### src/rtl/pipe_acc_2p_if.sv
// pipe_acc_2p_if: sample/frame-result bundle between the adder-side master and pipe_acc_2p
interface pipe_acc_2p_if #(parameter int IN_WIDTH = 15, ACC_WIDTH = 24);
   logic                 start;
   logic                 in_valid;
   logic [IN_WIDTH-1:0]  in_data;
   logic                 busy;
   logic                 out_valid;
   logic [ACC_WIDTH-1:0] acc_out;
   logic                 ovf;
   modport master(output start, in_valid, in_data, input busy, out_valid, acc_out, ovf);
   modport slave(input start, in_valid, in_data, output busy, out_valid, acc_out, ovf);
endinterface

### src/rtl/pipe_acc_2p.sv
// pipe_acc_2p: frame accumulator with split LSB/MSB halves and a registered inter-half carry
// PIPE_ACC_SAT_EN: acc_out saturates to all ones while ovf is set
module pipe_acc_2p #(
   parameter int IN_WIDTH  = 15,
   parameter int ACC_WIDTH = 24,
   parameter int LSB_WIDTH = 12,
   parameter int NSAMP     = 16
) (
   input logic clk,
   input logic rst,
   pipe_acc_2p_if.slave bus
);
   localparam int MW = ACC_WIDTH - LSB_WIDTH;
   localparam int CW = $clog2(NSAMP + 1);
   typedef enum logic [1:0] {IDLE, ACC, FLUSH, DONE} state_t;
   state_t               state, state_n;
   logic [LSB_WIDTH-1:0] lsb_q, lsb_n;
   logic [MW-1:0]        msb_q, msb_n;
   logic                 c_q, c_n, ovf_q, ovf_n, take;
   logic [CW-1:0]        cnt, cnt_n;
   logic [ACC_WIDTH-1:0] din;
   logic [LSB_WIDTH:0]   lsum;
   logic [MW:0]          msum;
   assign take = state == ACC && bus.in_valid;
   assign din  = ACC_WIDTH'(bus.in_data);
   assign lsum = {1'b0, lsb_q} + {1'b0, din[LSB_WIDTH-1:0]};
   // MSB half always absorbs the previous cycle's carry; sample bits only when one is taken
   assign msum = {1'b0, msb_q} + (MW+1)'(c_q) + (take ? {1'b0, din[ACC_WIDTH-1:LSB_WIDTH]} : '0);
   always_comb begin
      state_n = state;
      lsb_n   = lsb_q;
      msb_n   = msb_q;
      c_n     = c_q;
      ovf_n   = ovf_q;
      cnt_n   = cnt;
      case (state)
         IDLE: if (bus.start) begin
            state_n = ACC;
            lsb_n   = '0;
            msb_n   = '0;
            c_n     = 1'b0;
            ovf_n   = 1'b0;
            cnt_n   = '0;
         end
         ACC: begin
            msb_n = msum[MW-1:0];
            ovf_n = ovf_q | msum[MW];
            c_n   = take ? lsum[LSB_WIDTH] : 1'b0;
            if (take) begin
               lsb_n   = lsum[LSB_WIDTH-1:0];
               cnt_n   = cnt + CW'(1);
               state_n = cnt == CW'(NSAMP - 1) ? FLUSH : ACC;
            end
         end
         FLUSH: begin
            msb_n   = msum[MW-1:0];
            ovf_n   = ovf_q | msum[MW];
            c_n     = 1'b0;
            state_n = DONE;
         end
         default: state_n = IDLE;
      endcase
   end
   always_ff @(posedge clk or posedge rst)
      if (rst) begin
         state <= IDLE;
         lsb_q <= '0;
         msb_q <= '0;
         c_q   <= 1'b0;
         ovf_q <= 1'b0;
         cnt   <= '0;
      end else begin
         state <= state_n;
         lsb_q <= lsb_n;
         msb_q <= msb_n;
         c_q   <= c_n;
         ovf_q <= ovf_n;
         cnt   <= cnt_n;
      end
   assign bus.busy      = state != IDLE;
   assign bus.out_valid = state == DONE;
   assign bus.ovf       = ovf_q;
`ifdef PIPE_ACC_SAT_EN
   assign bus.acc_out   = ovf_q ? '1 : {msb_q, lsb_q};
`else
   assign bus.acc_out   = {msb_q, lsb_q};
`endif
endmodule

### src/flat_wrapper.sv
// flat-port wrapper written by rule: the top's interface ports become plain ports
module pipe_acc_2p_flat 
#(
   parameter int IN_WIDTH  = 15,
   parameter int ACC_WIDTH = 24,
   parameter int LSB_WIDTH = 12,
   parameter int NSAMP     = 16
)
  (clk, rst, bus_start, bus_in_valid, bus_in_data, bus_busy, bus_out_valid, bus_acc_out, bus_ovf);
  pipe_acc_2p_if #(.IN_WIDTH(IN_WIDTH), .ACC_WIDTH(ACC_WIDTH)) bus_i ();
  input logic clk;
  input logic rst;
  input wire logic [$bits(bus_i.start)-1:0] bus_start;
  input wire logic [$bits(bus_i.in_valid)-1:0] bus_in_valid;
  input wire logic [$bits(bus_i.in_data)-1:0] bus_in_data;
  output wire logic [$bits(bus_i.busy)-1:0] bus_busy;
  output wire logic [$bits(bus_i.out_valid)-1:0] bus_out_valid;
  output wire logic [$bits(bus_i.acc_out)-1:0] bus_acc_out;
  output wire logic [$bits(bus_i.ovf)-1:0] bus_ovf;
  assign bus_i.start = bus_start;
  assign bus_i.in_valid = bus_in_valid;
  assign bus_i.in_data = bus_in_data;
  assign bus_busy = bus_i.busy;
  assign bus_out_valid = bus_i.out_valid;
  assign bus_acc_out = bus_i.acc_out;
  assign bus_ovf = bus_i.ovf;
  pipe_acc_2p #(.IN_WIDTH(IN_WIDTH), .ACC_WIDTH(ACC_WIDTH), .LSB_WIDTH(LSB_WIDTH), .NSAMP(NSAMP)) u_core (.clk(clk), .rst(rst), .bus(bus_i));
endmodule
### config.mk
export PLATFORM = sky130hd
export DESIGN_NAME = pipe_acc_2p_flat
export DESIGN_NICKNAME = d
export VERILOG_FILES = /design/src/rtl/pipe_acc_2p_if.sv /design/src/rtl/pipe_acc_2p.sv /design/src/flat_wrapper.sv
export SDC_FILE = /design/constraint.sdc
export NUM_CORES = 1
export LEC_CHECK = 0
export ABC_AREA = 1
export BUFFER_PORTS_ARGS = -buffer_cell sky130_fd_sc_hd__buf_2
export CAP_MARGIN = 20
export CELL_PAD_IN_SITES_DETAIL_PLACEMENT = 1
export CELL_PAD_IN_SITES_GLOBAL_PLACEMENT = 2
export CORE_MARGIN = 2
export CORE_UTILIZATION = 31
export DETAILED_ROUTE_END_ITERATION = 6
export PLACE_DENSITY = 0.91
export SKIP_CTS_REPAIR_TIMING = 1
export SLEW_MARGIN = 10
export SYNTH_ARGS = -nofsm -noshare
export SYNTH_HDL_FRONTEND = slang
export SYNTH_SLANG_ARGS = --single-unit
### constraint.sdc
create_clock -name clk -period 3.3 [get_ports clk]
set_input_delay 0.33 -clock clk [delete_from_list [all_inputs] [get_ports clk]]
set_output_delay 0.33 -clock clk [all_outputs]
set_load 0.02 [all_outputs]
==> results of run 1 <==
==> layer usage <==
metal / vias up / global-route usage, %
li1: 1169 / -
met5: - / 0
met4: 0 / 4.167
met3: 11 / 3.237
met1: 1049 / 19.91
met2: 36 / 28.98
==> sequential cells by signal, summed over array words and instances, names as in the netlist <==
| signal | flops |
|---|---|
| u_core.msb_q | 12 |
| u_core.bus.ovf | 1 |
| u_core.cnt | 5 |
| u_core.state | 2 |
| u_core.lsb_q | 12 |
| u_core.c_q | 1 |
==> synth_stat cells <==
cell | instances | area [um2]
nand2_1 | 107 | 401.6
inv_1 | 55 | 206.5
nor2_1 | 34 | 127.6
dfrtp_1 | 33 | 825.8
nand3_1 | 23 | 115.1
ha_1 | 21 | 262.8
a21oi_1 | 14 | 70.07
o21ai_0 | 9 | 45.04
inv_2 | 5 | 18.77
nand4_1 | 5 | 31.28
o21ai_1 | 4 | 20.02
fa_1 | 3 | 60.06
nor3_1 | 3 | 15.01
o22ai_1 | 3 | 18.77
o31ai_1 | 3 | 22.52
a22o_1 | 2 | 17.52
nand2_2 | 2 | 12.51
o21ai_2 | 2 | 17.52
or2_2 | 2 | 12.51
a211oi_1 | 1 | 7.510
a21o_1 | 1 | 7.510
a21oi_2 | 1 | 8.760
a32o_1 | 1 | 10.01
buf_4 | 1 | 7.510
buf_6 | 1 | 11.26
nand2_4 | 1 | 11.26
nand3_2 | 1 | 10.01
==> worst max-delay path, cell delays in order, from the launching register on <==
cell	delay, ns
dfrtp_1	0.43
inv_1	0.10
ha_1	0.24
nand2_1	0.12
inv_1	0.12
nand2_1	0.08
fa_1	0.41
fa_1	0.38
inv_1	0.09
nand2_1	0.07
nand2_1	0.07
nand2_1	0.05
nor2_1	0.13
nand2_1	0.12
nor2_1	0.15
nand2_1	0.07
nand2_1	0.06
nor2_1	0.04
==> cells by family after synthesis <==
logic type                 Yosys count  synth area share (%)
and+or+nand+nor                    178                 31.03
buffers and inverters               62                 10.27
AOI/OAI and AO/OA                   41                 10.33
adders and majority gates           24                 13.59
DFF                                 33                 34.77
==> power groups by stage <==
| stage | combinational, uW | clock, uW | sequential [uW] |
|---|---|---|---|
| floorplan | 724 | 0 | 674 |
| global placement | 1070 | 0 | 595 |
| detailed placement | 1100 | 0 | 600 |
| CTS | 1110 | 418 | 594 |
| global route | 1260 | 433 | 610 |
| finish | 1090 | 403 | 594 |
==> cell type report <==
class,instances,share of cell area (%)
Clock inverter,1,1.051
Sequential cell,33,28.91
Multi-Input combinational cell,243,45.69
Inverter,60,7.884
Timing Repair Buffer,47,9.111
Tap cell,99,4.336
Clock buffer,7,3.022
==> through the flow <==
stage / setup WS [ns] / cell area (um2) / util, % / std cells
after floorplan: 0.7905 / 2375 / - / 338
after global placement: 0.6356 / 2713 / 37.00 / 481
after detailed placement: 0.4832 / 2713 / 37.00 / 481
after CTS: 0.4827 / 2829 / 38.59 / 489
after global routing: 0.1893 / 2856 / 38.97 / 490
final: 0.4775 / 2856 / 38.97 / 490
==> how the worst max path moves through the flow <==
stage                         start               end  slack (ns)  cells after the start
floorplan           u_core.state[1]  u_core.msb_q[10]        0.79                     17
CTS                 u_core.state[1]  u_core.msb_q[10]        0.48                     17
global route        u_core.state[1]  u_core.msb_q[10]        0.19                     17
finish              u_core.state[1]  u_core.msb_q[10]        0.48                     17
global placement    u_core.state[1]  u_core.msb_q[10]        0.64                     17
detailed placement  u_core.state[1]  u_core.msb_q[10]        0.48                     17
==> impl_results.md, run 1 <==
* FF-to-FF path depth at 17
* Pins over their slew limit at 0
* Critical path launch point type: register
* CP required at 3.48 ns
* Most frequent cells in the layout: nand2_1 (107), inv_1 (55), buf_2 (45), nor2_1 (34), dfrtp_1 (33)
* Worst hold margin at 0.03118 ns
* Reg power frac at 28.4%
* Rows at 31
* Status: completed
* Layout cells sized above 1 at 17.39%
* Register-to-register setup slack at 0.48 ns
* Max H-tree Level at 2
* DRC violations left at 0
* Power per cell area at 731.4 mW/mm2
* Power Internal at 1122 uW
* Dpl hpwl at 4.998 mm
* Worst Skew at 0.003152 ns
* Vias in the first global route at 2412
* Minimum clock period at 2.823 ns
* Pwr Total at 2089 uW
* CTS tree: yes
* Worst R2R Start: u_core.state[1]
* Total negative slack at 0 ns
* WS Path Type: register to register
* Mapped Area at 0.002375 mm2
* #FFs+latches synth at 33
* Core area at 0.007331 mm2
* Vias/cell at 4.622
* Drt initial violations at 58
* Full die area at 0.008377 mm2
* Initial antenna violation count at 0
* Clock buffer count from CTS at 5
* Boundary Pins at 46
* Ant diodes at 0
* Max Clock Freq at 0.3543 GHz
* Gate power share at 52.3%
* Clock transition at the registers of the reported paths at 0.07 ns
* Hold WC Path Type: primary input to asynchronous set/reset pin
* Fillers at 945
* Max_slew headroom at 52.05%
* DRT met1 WL at 2.969 mm
* Period utilization at 85.53%
* Crit-path max FO at 6
* Largest net degree at the start of global routing at 24
* CP Capture Type: register
* Drt wl/cell at 12.98 um
* Wirelength, routed at 6.361 mm
* GRT Util Overall at 16.26%
* Port Buffers at 45
* VDD IR max at 0.2362 mV
* Grt ovf at 0
* Drt first pass iters at 5
* Met3 WL post-DR at 212 um
* First-pass GRT wire length at 11.11 mm
* Max Cap Viol at 0
* Yosys warnings at 0
* CTS root buf: clkbuf_8
* Worst-Margin Slew at 0.7192 ns
* Area Overhead vs Synth at 20.28%
* Longest Clk Path Bufs at 2
* Critical Path AT at 3.01 ns
* Net Switching at 967.4 uW
* RSZ-0062 raised after global routing: no
* Mapped Avg Cell Area at 7.026 um2
* Post-synth cell types at 27
* Sequential Area at 825.8 um2
* Post-synthesis sequential area ratio at 34.77%
* R2R Path End: u_core.msb_q[10]
* Sw frac at 46.31%
* Synthesized instance count at 338
* Nets at 433
* Met2 WL post-DR at 3.092 mm
* Final-report setup violation count at 0
* Clock latency on the worst-skew pair at 0.29 ns
* RD Place Congestion at 0.8028
* Final Hold Vio Count at 0
* Top sig layer: met4
* Vias at 2265
* Leak at 0.001611 uW
* DRT antenna net count at 0
* Clock network power share at 19.3%
* Die Ht at 91.53 um
* CTS Sinks at 33
* Die span in x at 91.53 um
* Multi-input gate area in the final layout at 0.001305 mm2
* Initial Utilization at 32.39%
* Net Count, Synth at 381
* Commonest non-fill, non-tap cell in the layout: nand2_1
(Power assumes the default switching activity.)
==> inputs of run 2 (changes only) <==
Settings changed: ABC_AREA 1 to unset, CORE_MARGIN 2 to 4, CORE_UTILIZATION 31 to 33, PLACE_DENSITY 0.91 to 0.89.
==> impl_results.md, run 2 <==
* Status: completed
* RD Place Congestion at 0.7692
* Critical Path AT at 2.94 ns
* R2R Path End: u_core.msb_q[10]
* Full die area at 0.008186 mm2
* Most numerous cell in the Yosys netlist: dfrtp_1
* First-pass GRT wire length at 10.29 mm
* Initial Utilization at 34.75%
* Total negative slack at 0 ns
* Vias/cell at 5.295
* Post-synth top cells: dfrtp_1 (33), nand2_1 (25), o21ai_0 (22)
* Commonest non-fill, non-tap cell in the layout: buf_2
* DRT antenna net count at 0
* Cell taking the most area after synthesis: dfrtp_1
* Grt ovf at 0
* CP Capture Type: register
* Mapped Avg Cell Area at 9.125 um2
* DRC violations left at 0
* Drt initial violations at 92
* Critical path launch point type: register
* Dpl ws at 0.5435 ns
* Clock network power share at 15.6%
* Share of the synthesized area in the top cell type at 36.79%
* Global routing usage on met3 at 4.167%
* Minimum clock period at 2.778 ns
* Reg power frac at 29.8%
* Clock buffer count from CTS at 5
* WS Path Type: register to register
* Drt first pass iters at 4
* Biggest regs: u_core.lsb_q (12), u_core.msb_q (12), u_core.cnt (5)
* GRT Util Overall at 15.13%
* CTS tree: yes
* Post-synth cell types at 47
* Worst R2R Start: u_core.state[1]
* Vias in the first global route at 2181
* Longest Clk Path Bufs at 2
* Die span in x at 90.48 um
* FF-to-FF path depth at 10
* Pins over their slew limit at 0
* Main area contributors after synthesis: dfrtp_1 (37%), ha_1 (12%), o21ai_0 (4.9%)
* Net Switching at 900.5 uW
* Mapped Area at 0.002245 mm2
* CP required at 3.46 ns
* Power Internal at 1063 uW
* Largest net degree at the start of global routing at 34
* Post-synthesis sequential area ratio at 36.79%
* Crit-path max FO at 7
* EDFF count, synth at 0
* Synthesized instance count at 246
* Leak at 0.001259 uW
* Most frequent cells in the layout: buf_2 (45), dfrtp_1 (33), nand2_1 (25), o21ai_0 (22), ha_1 (21)
* Drt wl/cell at 15.91 um
* CTS root buf: clkbuf_8
* Nets at 338
* Ys flop type: dfrtp_1
* Final Worst Setup Slack at 0.5224 ns
* Final Hold Vio Count at 0
* Yosys warnings at 0
* #FFs+latches synth at 33
* Dpl hpwl at 4.487 mm
* CTS Sinks at 33
* Gate power share at 54.6%
* Max_slew headroom at 32.94%
* Core area at 0.006459 mm2
* VDD IR max at 0.3218 mV
* Net Count, Synth at 289
* Initial antenna violation count at 0
* Rows at 29
* Ant diodes at 0
* Wirelength, routed at 5.933 mm
* Worst-Margin Slew at 1.006 ns
* Register-to-register setup slack at 0.52 ns
* Hold WC Path Type: primary input to asynchronous set/reset pin
* Worst Skew at 0.006860 ns
* Final-report setup violation count at 0
* Boundary Pins at 46
* Layer with the highest usage: met2
* Period utilization at 84.17%
* Clock transition at the registers of the reported paths at 0.07 ns
* Synth async-reset ratio at 100.0%
* Sw frac at 45.87%
* Non-Filler Instances at 373
* Vias at 1975
* Met1 Track Usage GR at 19.45%
* Max Clock Freq at 0.3600 GHz
* Layout cells sized above 1 at 20.27%
* Port Buffers at 45
* Fillers at 801
* Power per cell area at 744.8 mW/mm2
* Max H-tree Level at 2
* GRT met2 Usage at 24.64%
* Max Cap Viol at 0
* Area Overhead vs Synth at 17.45%
* Clock latency on the worst-skew pair at 0.29 ns
* RSZ-0062 raised after global routing: no
* Dpl cells at 365
* Die Ht at 90.48 um
## run 2: cell count changes after synthesis, moves of 5 or more
cell	previous run	this run
inv_1	55	16
inv_2	5	0
nand2_1	107	25
nand3_1	23	7
nor2_1	34	13
o21a_1	0	5
o21ai_0	9	22
o31ai_1	3	13
xnor2_1	0	5
xor2_1	0	6
## run 2: worst max-delay path by stage
stage | startpoint | endpoint | slack (ns)
2_1_floorplan | u_core.state[1] | u_core.msb_q[10] | 0.68
3_3_place_gp | u_core.state[1] | u_core.msb_q[10] | 0.69
3_5_place_dp | u_core.state[1] | u_core.msb_q[10] | 0.54
4_1_cts | u_core.state[1] | u_core.msb_q[10] | 0.52
5_1_grt | u_core.state[1] | u_core.msb_q[10] | 0.30
6_report | u_core.state[1] | u_core.msb_q[10] | 0.52
## run 2: metal layers
layer	wire (um)	part of all wire (%)	vias to the layer above
met3	230	3.9	4
met2	2763	47	29
met5	0	0	-
met1	2880	49	960
li1	-	-	982
met4	59	0.99	0
## run 2: cell families after synthesis
family | share of synthesized area (%)
mux | 0.4459
xor+xnor | 4.292
flops | 36.79
compound gates | 21.79
simple gates | 18.00
fa+ha+maj | 14.38
buf+inv | 4.292
## run 2: critical path, cell delays in order, from the launching register on
cell and delay, ns:
dfrtp_1 0.45, inv_1 0.10, ha_1 0.17, nand3_1 0.09, fa_1 0.41, fa_1 0.40, nor2b_1 0.18, o21ai_0 0.23
nor4_1 0.39, xnor2_1 0.16, nor2_1 0.06
## run 2: stage by stage
| step | cell area (um2) | total power [uW] | hold slack (ns) | util, % |
|---|---|---|---|---|
| finish | 2636 | 1963 | 0.1393 | 40.82 |
| global route | 2636 | 2151 | 0.1789 | 40.82 |
| CTS | 2636 | 1993 | 0.1611 | 40.82 |
| detailed placement | 2556 | 1672 | 0.4653 | 39.58 |
| global placement | 2556 | 1640 | 0.4576 | 39.58 |
| floorplan | 2245 | 1372 | 0.4365 | - |
## run 2: cell type report
class	instances	area, um2	area share (%)
inverters	17	63.81	2.421
multi-input cells	190	1323	50.17
well taps	77	96.34	3.654
flip-flops and latches	33	825.8	31.32
clock buffers	8	80.08	3.037
repair buffers	48	247.7	9.397
## run 2: power groups by stage
stage	clock network (uW)	logic (uW)	registers, uW
floorplan	0	707	665
global placement	0	1050	588
detailed placement	0	1080	595
CTS	320	1090	586
global route	338	1210	600
finish	307	1070	585
==> inputs of run 3 (changes only) <==
Clock period 3.3 ns to 2.7 ns, I/O delays scaled along.
==> impl_results.md, run 3 (synthesis gave the netlist of run 2 again) <==
* Boundary Pins at 46
* Critical Path, Cell by Cell: inv_1 > ha_1 > nand3_1 > fa_1 > fa_1 > nor2b_1 > o21ai_2 > or2_1 > o31ai_1
* RD Place Congestion at 0.8038
* Grt ovf at 0
* Clock latency on the worst-skew pair at 0.29 ns
* Vias at 1992
* Minimum clock period at 2.442 ns
* GRT Util Overall at 15.22%
* Sum of buffers and inverters on the critical path at 1
* Largest net degree at the start of global routing at 27
* Vias/cell at 5.326
* Critical Path Max Stage Delay at 0.42 ns
* Crit-path max FO at 5
* Vias in the first global route at 2170
* VDD IR max at 0.3137 mV
* Ant diodes at 0
* CP required at 2.90 ns
* Drt wl/cell at 15.58 um
* Drt first pass iters at 4
* Port Buffers at 45
* Status: completed
* Post-Route Utilization at 41.50%
* CTS tree: yes
* Critical path launch point type: register
* DRC violations left at 0
* Worst-Margin Slew at 0.5448 ns
* Layout cells sized above 1 at 22.22%
* Longest Clk Path Bufs at 2
* Area Overhead vs Synth at 19.40%
* Initial Utilization at 34.75%
* Full die area at 0.008186 mm2
* Max Cap Viol at 0
* Power per cell area at 910.9 mW/mm2
* CP max stage cell: fa_1
* Clock transition at the registers of the reported paths at 0.07 ns
* Commonest non-fill, non-tap cell in the layout: buf_2
* Leak at 0.001277 uW
* Critical Path AT at 2.64 ns
* Pins over their slew limit at 0
* CTS Sinks at 33
* CP dominant cell by count: fa_1
* Wirelength, routed at 5.827 mm
* Biggest regs: u_core.lsb_q (12), u_core.msb_q (12), u_core.cnt (5)
* First-pass GRT wire length at 10.45 mm
* Drt initial violations at 45
* Pwr Total at 2441 uW
* RSZ-0062 raised after global routing: no
* DRT antenna net count at 0
* Worst R2R Start: u_core.state[1]
* Most frequent cells in the layout: buf_2 (45), dfrtp_1 (33), nand2_1 (25), o21ai_0 (21), ha_1 (21)
* Total negative slack at 0 ns
* Die Ht at 90.48 um
* Core area at 0.006459 mm2
* Worst Skew at 0.008673 ns
* Max H-tree Level at 2
* Period utilization at 90.43%
* Hold WC Path Type: primary input to asynchronous set/reset pin
* WS Path Type: register to register
* CTS root buf: clkbuf_8
* Dpl hpwl at 4.445 mm
* Max_slew headroom at 63.64%
* Final Hold Vio Count at 0
* Die span in x at 90.48 um
* Worst hold margin at 0.01667 ns
* Initial antenna violation count at 0
* CP startpoint: u_core.state[1]
* CP top delay family: adder cells
* Rows at 29
* Placed Instance Area at 0.002564 mm2
* Final-report setup violation count at 0
* CP Capture Type: register
* Nets at 340
* Clock buffer count from CTS at 5
* Final instance area at 0.002680 mm2
* Max Clock Freq at 0.4096 GHz
[run 3: cell count changes in the layout (fill, tap and decap cells not counted), sizes merged]
cell / before / now
clkbuf: 8 / 7
buf: 48 / 50
[run 3: path summary, 6_finish.rpt]
kind / to / slack, ns / cells after the start
setup / recovery: u_core.msb_q[6] / 0.26 / 9
hold / removal: u_core.msb_q[6] / 0.02 / 2
setup reg to reg: u_core.msb_q[6] / 0.26 / 9
hold reg to reg: u_core.cnt[3] / 0.47 / 1
max in group asynchronous: u_core.lsb_q[0] / 2.00 / 3
min in group clk: u_core.lsb_q[0] / 0.40 / 4
[run 3: power breakdown]
group          switching [uW]  leakage, uW  internal (uW)
sequential                102     0.000441            616
clock                     193    0.0000443            203
combinational             806     0.000792            521
[run 3: final cells by class]
class	instances	area, um2
tap	77	96.34
sequential	33	825.8
inverter	17	63.81
clock buffer	7	86.33
fill	792	3779
timing repair buffer	50	270.3
multi-input combinational	190	1338
[run 3: per-layer routing]
metal / GRT usage [%] / share of wire (%) / vias up
met2: 23.90 / 46 / 39
met4: 3.444 / 0.50 / 0
li1: - / - / 990
met5: 0 / 0 / -
met3: 3.417 / 3.9 / 4
met1: 21.28 / 50 / 959
[run 3: worst reg2reg max path, cell delays in order, from the launching register on]
cell     delay (ns)
dfrtp_1        0.38
inv_1          0.08
ha_1           0.17
nand3_1        0.09
fa_1           0.42
fa_1           0.39
nor2b_1        0.21
o21ai_2        0.14
or2_1          0.25
o31ai_1        0.23
[run 3: per-stage QoR]
step / setup WS, ns / instances
floorplan: 0.08232 / 246
global placement: 0.1844 / 366
detailed placement: 0.09674 / 366
CTS: 0.05590 / 373
global route: 0.06413 / 374
finish: 0.2585 / 374
